## src/rtl/serial_subtractor_if.sv

```systemverilog
// Handshake/data bundle for the bit-serial subtractor.
// master: start, a, b, bin -> ; slave: busy, done, diff, bout, ovf ->
interface serial_subtractor_if #(
    parameter int WIDTH = 8
);
    logic             start;
    logic [WIDTH-1:0] a;
    logic [WIDTH-1:0] b;
    logic             bin;
    logic             busy;
    logic             done;
    logic [WIDTH-1:0] diff;
    logic             bout;
    logic             ovf;

    modport master (
        output start, a, b, bin,
        input  busy, done, diff, bout, ovf
    );

    modport slave (
        input  start, a, b, bin,
        output busy, done, diff, bout, ovf
    );
endinterface

```

## src/rtl/serial_subtractor.sv

```systemverilog
// Bit-serial subtractor: a - b - bin, one bit per clock, LSB first.
// Ports: clk, rst_n (sync, active-low), bus (slave side of serial_subtractor_if).
module serial_subtractor #(
    parameter int WIDTH = 8
) (
    input  logic               clk,
    input  logic               rst_n,
    serial_subtractor_if.slave bus
);
    localparam int CW = $clog2(WIDTH + 1);
    localparam logic [CW-1:0] LAST = CW'(WIDTH - 1);

    typedef enum logic [1:0] {
        S_IDLE,
        S_SHIFT,
        S_DONE
    } state_t;

    state_t           r_state;
    state_t           w_next;
    logic [WIDTH-1:0] r_a;
    logic [WIDTH-1:0] r_b;
    logic [WIDTH-1:0] r_res;
    logic             r_br;
    logic [CW-1:0]    r_cnt;
    logic [WIDTH-1:0] r_diff;
    logic             r_bout;
    logic             r_ovf;

    logic             w_ai;
    logic             w_bi;
    logic             w_d;
    logic             w_brn;
    logic             w_last;
    logic [WIDTH-1:0] w_res_next;
    logic             w_busy;
    logic             w_done;

    assign w_ai       = r_a[0];
    assign w_bi       = r_b[0];
    assign w_d        = w_ai ^ w_bi ^ r_br;
    assign w_brn      = (~w_ai & w_bi) | (~(w_ai ^ w_bi) & r_br);
    assign w_last     = (r_cnt == LAST);
    assign w_res_next = {w_d, r_res[WIDTH-1:1]};

    always_ff @(posedge clk) begin
        if (!rst_n) begin
            r_state <= S_IDLE;
        end else begin
            r_state <= w_next;
        end
    end

    always_comb begin
        w_next = r_state;
        unique case (r_state)
            S_IDLE:  if (bus.start) w_next = S_SHIFT;
            S_SHIFT: if (w_last) w_next = S_DONE;
            S_DONE:  w_next = S_IDLE;
            default: w_next = S_IDLE;
        endcase
    end

    always_comb begin
        w_busy = 1'b0;
        w_done = 1'b0;
        unique case (r_state)
            S_SHIFT: w_busy = 1'b1;
            S_DONE:  w_done = 1'b1;
            default: ;
        endcase
    end

    // On the last shift edge the operand registers hold only the
    // original MSBs in bit 0, and w_d is the result MSB.
    always_ff @(posedge clk) begin
        if (!rst_n) begin
            r_a    <= '0;
            r_b    <= '0;
            r_res  <= '0;
            r_br   <= 1'b0;
            r_cnt  <= '0;
            r_diff <= '0;
            r_bout <= 1'b0;
            r_ovf  <= 1'b0;
        end else begin
            unique case (r_state)
                S_IDLE: begin
                    if (bus.start) begin
                        r_a   <= bus.a;
                        r_b   <= bus.b;
                        r_br  <= bus.bin;
                        r_cnt <= '0;
                    end
                end
                S_SHIFT: begin
                    r_a   <= r_a >> 1;
                    r_b   <= r_b >> 1;
                    r_br  <= w_brn;
                    r_res <= w_res_next;
                    r_cnt <= r_cnt + 1'b1;
                    if (w_last) begin
                        r_diff <= w_res_next;
                        r_bout <= w_brn;
                        r_ovf  <= (w_ai != w_bi) && (w_d != w_ai);
                    end
                end
                default: ;
            endcase
        end
    end

    assign bus.busy = w_busy;
    assign bus.done = w_done;
    assign bus.diff = r_diff;
    assign bus.bout = r_bout;
    assign bus.ovf  = r_ovf;
endmodule

```

## src/flat_wrapper.sv

```systemverilog
// flat-port wrapper written by rule: the top's interface ports become plain ports
module serial_subtractor_flat 
#(
    parameter int WIDTH = 8
)
  (clk, rst_n, bus_start, bus_a, bus_b, bus_bin, bus_busy, bus_done, bus_diff, bus_bout, bus_ovf);
  serial_subtractor_if #(.WIDTH(WIDTH)) bus_i ();
  input  logic clk;
  input  logic rst_n;
  input wire logic [$bits(bus_i.start)-1:0] bus_start;
  input wire logic [$bits(bus_i.a)-1:0] bus_a;
  input wire logic [$bits(bus_i.b)-1:0] bus_b;
  input wire logic [$bits(bus_i.bin)-1:0] bus_bin;
  output wire logic [$bits(bus_i.busy)-1:0] bus_busy;
  output wire logic [$bits(bus_i.done)-1:0] bus_done;
  output wire logic [$bits(bus_i.diff)-1:0] bus_diff;
  output wire logic [$bits(bus_i.bout)-1:0] bus_bout;
  output wire logic [$bits(bus_i.ovf)-1:0] bus_ovf;
  assign bus_i.start = bus_start;
  assign bus_i.a = bus_a;
  assign bus_i.b = bus_b;
  assign bus_i.bin = bus_bin;
  assign bus_busy = bus_i.busy;
  assign bus_done = bus_i.done;
  assign bus_diff = bus_i.diff;
  assign bus_bout = bus_i.bout;
  assign bus_ovf = bus_i.ovf;
  serial_subtractor #(.WIDTH(WIDTH)) u_core (.clk(clk), .rst_n(rst_n), .bus(bus_i));
endmodule
```

## config.mk

```make
export PLATFORM = sky130hd
export DESIGN_NAME = serial_subtractor_flat
export DESIGN_NICKNAME = d
export VERILOG_FILES = /design/src/rtl/serial_subtractor_if.sv /design/src/rtl/serial_subtractor.sv /design/src/flat_wrapper.sv
export SDC_FILE = /design/constraint.sdc
export NUM_CORES = 1
export LEC_CHECK = 0
export CAP_MARGIN = 25
export CORE_MARGIN = 2
export CORE_UTILIZATION = 25
export DETAILED_ROUTE_END_ITERATION = 7
export GPL_TIMING_DRIVEN = 0
export PLACE_DENSITY = 0.47
export REMOVE_ABC_BUFFERS = 1
export SETUP_SLACK_MARGIN = 0.5
export SYNTH_ARGS = -nofsm -noshare
export SYNTH_HDL_FRONTEND = slang
export SYNTH_SLANG_ARGS = --single-unit
```

## constraint.sdc

```tcl
create_clock -name clk -period 5.2 [get_ports clk]
set_input_delay 1.04 -clock clk [delete_from_list [all_inputs] [get_ports clk]]
set_output_delay 1.04 -clock clk [all_outputs]
set_load 0.02 [all_outputs]
```

==> impl_metrics.json <==
{
  "synthMuxAreaShare_pct": 0.570,
  "core_mm2": 0.00679,
  "hold_start": "u_core.r_res[1]",
  "rsz0062_at_grt": "false",
  "synth_compound_area_share_pct": 27.3,
  "cp.arrival_ns": 2.42,
  "ys_top_cells_by_area": "dfxtp_1 46%, a21oi_1 8.8%, o221ai_1 7.0%, o21ai_0 6.3%, or3b_2 6.0%",
  "rows": 30,
  "holdBufCountCts": 0,
  "syn_to_final_growth_pct": 27.4,
  "worst_skew_pair.late_latency_ns": 0.29,
  "cts_root_buf": "clkbuf_8",
  "overflow": 0,
  "num_io_pins": 32,
  "vias": 1505,
  "routedWlPerCell_um": 12.5,
  "worst_slew_pin_slew_ns": 0.855,
  "start_kind": "flop",
  "path_class": "reg -> out",
  "ys.flop_type": "dfxtp_1",
  "cp_top_family": "buffers and inverters",
  "synth_top_family_by_area": "compound AO/OA/AOI/OAI gates",
  "viasPerCell": 4.73,
  "chipWidth_um": 87.8,
  "tns_ns": 0,
  "setup_viol": 0,
  "hold_class": "reg -> reg",
  "firstDrtPassIters": 4,
  "hold_path_end": "u_core.r_res[1]",
  "yosysMostFrequentCell": "dfxtp_1",
  "period_needed_ns": 3.46,
  "r2r_start": "u_core.r_state[1]",
  "synth_area_leader_cell": "dfxtp_1",
  "ys_warn_count": 0,
  "drc": 0,
  "vdd_ir_drop_max_mv": 0.106,
  "diodes": 0,
  "yosys.area_share.simple_pct": 17.8,
  "ys_ff_latch": 40,
  "hold_viol": 0,
  "grt_max_degree": 34,
  "hpwl_um": 2500,
  "initial_core_util_pct": 25.8,
  "fin_util_pct": 32.9,
  "antenna_found_initial": 0,
  "yosys.area.top_type_share_pct": 45.6,
  "async_flop_share_pct": 0,
  "h-tree-depth": 2,
  "clk_path_buf_depth": 2,
  "grt_pass1_vias": 1441,
  "synthXorXnorAreaFrac_pct": 0.499,
  "dr.first_iter.drc_count": 91,
  "maxClockFrequency_mhz": 289,
  "n_fill_cell": 740,
  "finalMaxSlewViolations": 0,
  "leakage_nw": 0.742,
  "netlist_area_mm2": 0.00176,
  "ant_nets": 0,
  "ys_types": 33,
  "synth_edf_count": 0,
  "slew_headroom_pct": 42.8,
  "cap_viol_max_count": 0,
  "ff2ff_path_depth": 4,
  "gp_congestion": 0.739,
  "track_usage_pct": 11.4,
  "die_area_mm2": 0.00771,
  "crit_path_max_incr_delay_ns": 0.65,
  "fin_crit_sh_pct": 66.5,
  "endpoint_kind": "primary output",
  "power_density_mw_per_mm2": 303,
  "syn_inst": 200,
  "die_height_um": 87.8,
  "ys_seq_area_share_pct": 45.6,
  "wl_um": 3990,
  "grt_pass1_wl_um": 6800,
  "cts.sinks": 40,
  "nets": 244,
  "clk_pin_slew_worst_paths_ns": 0.07,
  "cts_tree": "done",
  "holdPathStages": 2,
  "fin_total_pwr_uw": 677,
  "critPathSlowestCell": "dfxtp_1",
  "synth_commonest_cells": "40 x dfxtp_1, 31 x a21oi_1, 22 x o21ai_0",
  "synth_fa_ha_area_share_pct": 2.57,
  "holdWs_ns": 0.456,
  "r2r-end": "u_core.r_cnt[1]",
  "fin_skew_ns": 0.00476,
  "status": "completed",
  "portBuffers": 31,
  "rrSetupSlack_ns": 3.26,
  "final_layout_size_suffix_gt1_share_pct": 9.91,
  "cts_setup_buffers": 0,
  "avgSynthCellArea_um2": 8.78,
  "path_cells": "nand2b_4 > inv_1 > clkdlybuf4s50_1",
  "cts_inserted_buffers": 5,
  "post_cts_resized": 0,
  "critPathBufInv": 2,
  "critPathRequiredTime_ns": 4.16,
  "path_max_fanout": 33
}
-- worst register-to-register path, delay by kind of cell, from the launching register on --
family	cells	cell delay (ns)
AND/OR/NAND/NOR	2	0.51
AO/OA/AOI/OAI	1	0.28
buffers and inverters	1	0.38
flip-flops	1	0.65
-- final cells by class --
cell class	instances	area [um^2]	area share, %
well taps	96	120	5.37
repair buffers	31	310	13.9
clock buffers	7	96.3	4.31
inverters	6	22.5	1.01
multi-input cells	137	856	38.3
flip-flops and latches	40	801	35.8
clock inverters	1	30.0	1.34
-- per-stage QoR --
step | instance area (um^2) | setup WS (ns) | std cells
after floorplan | 1680 | 3.03 | 183
after global placement | 2110 | 1.96 | 310
after detailed placement | 2110 | 1.98 | 310
after CTS | 2240 | 1.65 | 318
after global routing | 2240 | 1.50 | 318
final | 2240 | 1.74 | 318
-- routing by layer --
metal	global-route usage, %	wire length, um	up-vias
met5	0	0	-
met2	17.6	1840	19
met4	5.03	81	0
met1	15.0	1940	698
li1	-	-	783
met3	3.11	135	5
-- sequential cells by signal (all words and copies together) (netlist names) --
signal / count
u_core.r_b: 8
u_core.bus.ovf: 1
u_core.r_res: 7
u_core.bus.bout: 1
u_core.r_a: 8
u_core.r_br: 1
u_core.r_cnt: 4
u_core.r_state: 2
u_core.bus.diff: 8
-- where the power goes --
part	leakage, nW	switching (mW)	total (mW)	internal, mW
logic	0.350	0.0361	0.0714	0.0354
registers	0.327	0.0118	0.332	0.320
clock network	0.0645	0.104	0.273	0.169
total	0.742	0.152	0.677	0.525
-- kinds of logic (layout without fill, tap and decap cells) --
group	count (synthesis)	in the layout
muxes	1	1
adders and majority gates	3	3
buffers and inverters	23	45
and+or+nand+nor	53	53
AOI/OAI and AO/OA	79	79
DFF	40	40
xor gates and xnor gates	1	1
-- worst max path at each step --
stage	cells past startpoint	to	slack, ns	start
after floorplan	2	bus_busy	3.03	u_core.r_state[0]
after global placement	3	bus_busy	1.96	u_core.r_state[1]
after detailed placement	3	bus_busy	1.98	u_core.r_state[1]
after CTS	3	bus_busy	1.65	u_core.r_state[1]
after global routing	3	bus_busy	1.50	u_core.r_state[1]
final	3	bus_busy	1.74	u_core.r_state[1]
-- cell usage in the layout (no fill, tap or decap) --
master           instances
or3b_2                  12
nand2b_1                 2
dfxtp_1                 40
nor2b_1                  1
nor3b_1                  2
o22ai_1                  3
nand3b_1                 1
and3b_1                  1
nand2_1                 14
a211oi_1                 2
a221oi_1                 1
clkinv_1                 1
o21ai_0                 22
o221ai_1                14
mux2i_1                  1
a21oi_1                 31
nor3_1                   1
inv_1                    5
fa_1                     1
clkdlybuf4s50_1         31
clkbuf_8                 7
xor2_1                   1
o21bai_2                 1
a31oi_1                  1
nand2b_4                 1
nand3_1                 10
or4_1                    1
a311oi_1                 1
ha_1                     2
nor2_1                   6
a22oi_1                  3
or3_1                    1
bufinv_16                1
Note: power is estimated with default switching activity, not from simulation.
